`config.mk`:
```
export PLATFORM = sky130hd
export DESIGN_NAME = mips_lsu
export DESIGN_NICKNAME = d
export VERILOG_FILES = /design/src/rtl/mips_lsu_pkg.sv /design/src/rtl/mips_lsu_align.sv /design/src/rtl/mips_lsu.sv
export SDC_FILE = /design/constraint.sdc
export NUM_CORES = 1
export LEC_CHECK = 0
export ABC_AREA = 1
export CAP_MARGIN = 20
export CORE_AREA = 2 2 136 138
export CTS_CLUSTER_SIZE = 25
export DETAILED_ROUTE_END_ITERATION = 10
export DIE_AREA = 0 0 138 140
export PLACE_DENSITY = 0.6
export SLEW_MARGIN = 20
export SYNTH_ARGS = -nofsm -noshare
export SYNTH_HDL_FRONTEND = slang
export SYNTH_SLANG_ARGS = --single-unit
```
`constraint.sdc`:
```
create_clock -name clk -period 1.6 [get_ports clk]
set_input_delay 0.32 -clock clk [delete_from_list [all_inputs] [get_ports clk]]
set_output_delay 0.32 -clock clk [all_outputs]
set_load 0.01 [all_outputs]
```
`src/rtl/mips_lsu_pkg.sv`:
```
// Shared types and helpers for the mips_lsu load/store unit.
// Build option: MIPS_LSU_SUBWORD_EN enables byte/half accesses.
package mips_lsu_pkg;

  typedef enum logic [1:0] {
    SIZE_BYTE = 2'd0,
    SIZE_HALF = 2'd1,
    SIZE_WORD = 2'd2
  } lsu_size_t;

  typedef enum logic [1:0] {
    IDLE,
    READ,
    WRITE,
    RESP
  } lsu_state_t;

  localparam int WORD_BYTES = 4;

  // Illegal size or lane alignment for a request; sub-word sizes are illegal
  // unless the sub-word path is built in.
  function automatic logic req_bad(input logic [1:0] size, input logic [1:0] lane);
    logic bad;
    case (size)
`ifdef MIPS_LSU_SUBWORD_EN
      SIZE_BYTE: bad = 1'b0;
      SIZE_HALF: bad = lane[0];
`endif
      SIZE_WORD: bad = (lane != 2'b00);
      default:   bad = 1'b1;
    endcase
    return bad;
  endfunction

endpackage

```
`src/rtl/mips_lsu_align.sv`:
```
// Lane merge for sub-word stores and lane extract/extend for loads.
// Exists only when MIPS_LSU_SUBWORD_EN is defined.
`ifdef MIPS_LSU_SUBWORD_EN
module mips_lsu_align
  import mips_lsu_pkg::*;
(
  input  logic [1:0]  size_i,
  input  logic        signed_i,
  input  logic [1:0]  lane_i,
  input  logic [31:0] rword_i,
  input  logic [31:0] wdata_i,
  output logic [31:0] st_word_o,
  output logic [31:0] ld_data_o
);

  logic [7:0]  byte_sel;
  logic [15:0] half_sel;

  // NOTE: every output gets a default before the case so no latch is inferred.
  always_comb begin
    byte_sel  = rword_i[{lane_i, 3'b000} +: 8];
    half_sel  = lane_i[1] ? rword_i[31:16] : rword_i[15:0];
    st_word_o = rword_i;
    ld_data_o = rword_i;
    case (size_i)
      SIZE_BYTE: begin
        st_word_o[{lane_i, 3'b000} +: 8] = wdata_i[7:0];
        ld_data_o = {{24{signed_i & byte_sel[7]}}, byte_sel};
      end
      SIZE_HALF: begin
        if (lane_i[1]) st_word_o[31:16] = wdata_i[15:0];
        else           st_word_o[15:0]  = wdata_i[15:0];
        ld_data_o = {{16{signed_i & half_sel[15]}}, half_sel};
      end
      default: st_word_o = wdata_i;
    endcase
  end

endmodule
`endif

```
`src/rtl/mips_lsu.sv`:
```
// Load/store unit: initiator side of data_memory (MemRead/MemWrite, word bus).
// Build option: MIPS_LSU_SUBWORD_EN adds byte/half loads and read-modify-write stores.
module mips_lsu
  import mips_lsu_pkg::*;
#(
  parameter int MEM_RD_LAT = 1,
  parameter int ADDR_W     = 32
) (
  input  logic              clk,
  input  logic              rst,
  input  logic              req_valid,
  output logic              req_ready,
  input  logic              req_we,
  input  logic [1:0]        req_size,
  input  logic              req_signed,
  input  logic [ADDR_W-1:0] req_addr,
  input  logic [31:0]       req_wdata,
  output logic [ADDR_W-1:0] mem_address,
  output logic [31:0]       mem_write_data,
  output logic              mem_read,
  output logic              mem_write,
  input  logic [31:0]       mem_read_data,
  output logic              rsp_valid,
  output logic [31:0]       rsp_rdata,
  output logic              rsp_err
);

  localparam int LANE_W = $clog2(WORD_BYTES);
  localparam int CNT_W  = 2;

  lsu_state_t        state_q;
  logic [CNT_W-1:0]  cnt_q;
  logic              req_ready_q, mem_read_q, mem_write_q;
  logic              rsp_valid_q, rsp_err_q;
  logic [ADDR_W-1:0] mem_addr_q;
  logic [31:0]       mem_wdata_q, rsp_rdata_q;
  logic              req_err;

  assign req_err = req_bad(req_size, req_addr[LANE_W-1:0]);

`ifdef MIPS_LSU_SUBWORD_EN
  logic        we_q, signed_q;
  logic [1:0]  size_q, lane_q;
  logic [31:0] wdata_q, st_word, ld_data;

  mips_lsu_align u_align (
    .size_i    (size_q),
    .signed_i  (signed_q),
    .lane_i    (lane_q),
    .rword_i   (mem_read_data),
    .wdata_i   (wdata_q),
    .st_word_o (st_word),
    .ld_data_o (ld_data)
  );
`else
  logic [31:0] ld_data;
  logic        unused_signed;
  assign ld_data       = mem_read_data;
  assign unused_signed = req_signed;
`endif

  // NOTE: all state uses non-blocking assignments so every flop samples pre-edge values.
  always_ff @(posedge clk or negedge rst) begin
    if (!rst) begin
      state_q     <= IDLE;
      cnt_q       <= '0;
      req_ready_q <= 1'b1;
      mem_read_q  <= 1'b0;
      mem_write_q <= 1'b0;
      mem_addr_q  <= '0;
      mem_wdata_q <= '0;
      rsp_valid_q <= 1'b0;
      rsp_rdata_q <= '0;
      rsp_err_q   <= 1'b0;
`ifdef MIPS_LSU_SUBWORD_EN
      we_q        <= 1'b0;
      signed_q    <= 1'b0;
      size_q      <= '0;
      lane_q      <= '0;
      wdata_q     <= '0;
`endif
    end else begin
      case (state_q)
        IDLE: if (req_valid) begin
          req_ready_q <= 1'b0;
`ifdef MIPS_LSU_SUBWORD_EN
          we_q        <= req_we;
          signed_q    <= req_signed;
          size_q      <= req_size;
          lane_q      <= req_addr[LANE_W-1:0];
          wdata_q     <= req_wdata;
`endif
          if (req_err) begin
            state_q     <= RESP;
            rsp_valid_q <= 1'b1;
            rsp_err_q   <= 1'b1;
          end else begin
            mem_addr_q <= {req_addr[ADDR_W-1:LANE_W], LANE_W'(0)};
            if (req_we && req_size == SIZE_WORD) begin
              state_q     <= WRITE;
              mem_write_q <= 1'b1;
              mem_wdata_q <= req_wdata;
            end else begin
              // Loads and sub-word stores both start with a word read.
              state_q    <= READ;
              mem_read_q <= 1'b1;
              cnt_q      <= CNT_W'(MEM_RD_LAT - 1);
            end
          end
        end
        READ: begin
          if (cnt_q != '0) begin
            cnt_q <= cnt_q - 1'b1;
          end else begin
            mem_read_q <= 1'b0;
`ifdef MIPS_LSU_SUBWORD_EN
            if (we_q) begin
              state_q     <= WRITE;
              mem_write_q <= 1'b1;
              mem_wdata_q <= st_word;
            end else begin
              state_q     <= RESP;
              rsp_valid_q <= 1'b1;
              rsp_rdata_q <= ld_data;
            end
`else
            state_q     <= RESP;
            rsp_valid_q <= 1'b1;
            rsp_rdata_q <= ld_data;
`endif
          end
        end
        WRITE: begin
          mem_write_q <= 1'b0;
          mem_wdata_q <= '0;
          state_q     <= RESP;
          rsp_valid_q <= 1'b1;
        end
        RESP: begin
          rsp_valid_q <= 1'b0;
          rsp_rdata_q <= '0;
          rsp_err_q   <= 1'b0;
          mem_addr_q  <= '0;
          req_ready_q <= 1'b1;
          state_q     <= IDLE;
        end
        default: state_q <= IDLE;
      endcase
    end
  end

  assign req_ready      = req_ready_q;
  assign mem_address    = mem_addr_q;
  assign mem_write_data = mem_wdata_q;
  assign mem_read       = mem_read_q;
  assign mem_write      = mem_write_q;
  assign rsp_valid      = rsp_valid_q;
  assign rsp_rdata      = rsp_rdata_q;
  assign rsp_err        = rsp_err_q;

endmodule
```
==> out/qor.csv <==
stage,metric,value,unit
status,status,"finished, violations left",
status,violations,negative setup slack,
yosys,avgSynthCellArea,8.38,um^2
clocking,clk_pin_slew_worst_paths,70,ps
timing,hold_violations,0,
critical_path,reg2reg_from,state_q[1],
min_path,hold_path_class,in2async,
grt,grt_pass1_vias,4359,
run,cap_violations,0,
clocking,cts_sinks,103,
drt,drt_iter0_drc,168,
grt,grt_max_degree,62,
drt,routedLengthMet1,6.69,mm
critical_path,critPathRequiredTime,1840,ps
yosys,synth_area_leaders,"dfrtp_1 54%, nand2_1 11%, inv_1 6.3%",
yosys,synth-simple-area-share,25.0,%
drt,routed.top_layer,met4,
grt,grtUsageTotal,14.9,%
critical_path,cp_slowest_cell,dfrtp_1,
critical_path,critPathLaunch,state_q[1],
yosys,syn_area,4740,um^2
yosys,synth_warnings,0,
timing,slew_viol_final,0,
yosys,netlist_instances,566,
critical_path,cp_cell_sequence,"inv_2, ha_4, buf_6, buf_12, nand2_8, inv_8, a21oi_4, nand2_8, clkbuf_16, nand2_1, o21ai_1",
power,ir_drop,0.971,mV
timing,setup_viol,30,
grt,grt_pass1_wl,23.2,mm
placement,post_dp_cell_area,7230,um^2
clocking,cts_buffers,9,
yosys,synth.area.mux_share,0,%
grt,antenna_found_initial,0,
power,power_leakage,4.52,nW
drt,num_vias,4513,
drt,drt_pre_antenna_iters,4,
yosys,synth_top_family_by_area,simple AND/OR/NAND/NOR gates,
timing,fin_crit_sh,104,%
power,power_frac_comb,58.1,%
yosys,yosys.area_share.xor_xnor,0,%
finish,layout.nets,898,
timing,period_needed,1660,ps
critical_path,worstPathMaxFanout,10,
finish,finalNonFillerCells,1024,
finish,drive_gt1_share,15.1,%
yosys,ys_ff_latch,103,
die,pin_count,204,
timing,fin_ws,-58.3,ps
yosys,yosys.area.top_type,dfrtp_1,
power,switching_share,40.9,%
clocking,insertion_delay,360,ps
critical_path,critPathKind,reg2reg,
placement,dp.cells,993,
critical_path,cpMostUsedCell,nand2_8,
power,p_per_area,1970,nW/um^2
drt,wl,14.9,mm
drt,postRouteAntennaNets,0,
finish,design_area,8040,um^2
critical_path,path_buf_inv,5,
timing,rsz0062_at_grt,true,
power,total_power,15.9,mW
drt,avgRoutedWirePerCell,14.6,um
die,dieArea,19300,um^2
clocking,cts_buffer_depth,2,
critical_path,critical_path.startpoint_type,flop,
power,internal_power,9.38,mW
yosys,synth-adder-area-share,1.32,%
drt,wl_met2,6.78,mm
power,net-switching-power,6.48,mW
drt,wl_met3,1.26,mm
timing,fin_worst_skew,14.5,ps
critical_path,cp_top_family,buffers and inverters,
die,die_w,138,um
grt,globalRouteOverflowTotal,0,
critical_path,cp_data_arrival_time,1900,ps
die,core,17800,um^2
critical_path,cpPeakStageDelay,360,ps
finish,fill_cells,1743,
finish,diodes,0,
yosys,synth-seq-area-share,54.4,%
critical_path,rrSetupSlack,-60,ps
drt,drc,0,
clocking,ctsRootBufferMaster,clkbuf_16,
power,pwr-share-seq,28.1,%
finish,area_growth,69.5,%
placement,port_buffers,200,
placement,dp_worst_setup_slack,-184,ps
clocking,tritoncts,done,
critical_path,cp-end-kind,flop,
yosys,synth-compound-area-share,7.86,%
die,chipHeight,140,um
drt,viasPerCell,4.41,
yosys,yosysUniqueCellTypes,27,
timing,timing.fmax,603,MHz
timing,tns,-712,ps
clocking,htreeDepth,3,
power,clock_power_share,13.8,%
placement,dp_hpwl,9.95,mm
yosys,yosysTopAreaCellShare,53.8,%
die,initial_utilization,26.7,%
placement,gp_congestion,0.788,
die,fp-row-count,49,
==> area by class of cell <==
cell class	instances	area, um^2	share of cell area, %
inverters	82	318	3.95
multi-input cells	344	1820	22.7
well taps	229	287	3.56
clock inverters	6	53.8	0.669
clock buffers	10	239	2.97
flip-flops and latches	103	2580	32.1
repair buffers	250	2740	34.1
==> final timing paths <==
| path | endpoint | depth (start not counted) |
|---|---|---|
| worst max register to register | mem_address[30] | 11 |
| worst max-delay path | mem_address[30] | 11 |
| min in group clk | mem_write_data[0] | 2 |
| max in group asynchronous | req_ready | 3 |
| worst min register to register | mem_write_data[0] | 2 |
| worst min-delay path | mem_address[6] | 2 |
==> synth_stat cells <==
master,count
buf_4,6
nand3_4,1
o21ai_2,1
conb_1,1
buf_2,10
a21oi_1,1
nand4_1,33
nor2_2,1
nor3_1,1
clkbuf_1,15
a22oi_1,1
o21ai_0,36
buf_6,7
dfstp_2,1
nand3_1,38
nor2_1,42
nand2_4,3
inv_2,2
clkinv_1,1
inv_1,79
nand2_1,145
o21ai_1,31
nand2_2,1
nand2_8,1
dfrtp_1,102
ha_1,5
a21oi_4,1
==> power by group through the flow <==
stage | logic [mW] | clock network [mW] | registers (mW)
floorplan | 3.58 | 0 | 4.97
global placement | 8.22 | 0 | 4.45
detailed placement | 8.30 | 0 | 4.47
CTS | 8.51 | 2.26 | 4.44
global route | 10.1 | 2.35 | 4.63
finish | 9.22 | 2.19 | 4.46
==> sequential cells by signal, summed over array words and instances, names as in the netlist <==
register,flops
mem_read,1
rsp_rdata,32
cnt_q,2
rsp_err,1
mem_write,1
rsp_valid,1
state_q,2
mem_address,30
req_ready,1
mem_write_data,32
==> what timing repair did <==
item,4_1_cts,5_1_grt
hold buffers,1,0
setup endpoints to repair,59,146
resized for setup,35,107
gates cloned,2,4
pin swaps,0,4
endpoints found under the hold margin,20,0
setup buffers,2,6
==> cells in the final DEF, fill, tap and decap left out, drive strengths merged <==
cell type / Yosys / routed
a21oi: 2 / 2
clkdlybuf4s50: 0 / 122
nor3: 1 / 1
nand2: 150 / 150
o21ai: 68 / 68
dfrtp: 102 / 102
nand3: 39 / 39
dlymetal6s2s: 0 / 51
dfstp: 1 / 1
dlygate4sd2: 0 / 25
clkbuf: 15 / 13
inv: 81 / 83
nand4: 33 / 33
nor2: 43 / 43
clkinv: 1 / 5
dlygate4sd3: 0 / 1
conb: 1 / 2
buf: 23 / 47
clkdlybuf4s15: 0 / 1
ha: 5 / 5
a22oi: 1 / 1
==> metrics by stage <==
stage	hold WS, ps	utilization [%]
floorplan	24.4	-
global placement	266	40.7
detailed placement	262	40.7
CTS	423	42.7
global route	443	45.2
finish	429	45.2
==> per-layer routing <==
layer	vias up	track usage [%]
li1	2233	-
met1	2092	19.9
met2	175	22.9
met3	13	5.16
met4	0	4.40
met5	-	0
==> logic make-up (layout without fill, tap and decap cells) <==
kind of cell / after synthesis / after routing
AOI/OAI and AO/OA: 71 / 71
adders and majority gates: 5 / 5
other: 1 / 2
and+or+nand+nor: 266 / 266
DFF: 103 / 103
buffers and inverters: 120 / 348
==> worst reg2reg max path, delay by kind of cell (launching register included) <==
family | cells | cell delay [ps]
adder cells (fa/ha/maj) | 1 | 160
flip-flops | 1 | 360
AND/OR/NAND/NOR | 3 | 260
AO/OA/AOI/OAI | 2 | 230
buffers and inverters | 5 | 530
(Power assumes the default switching activity.)
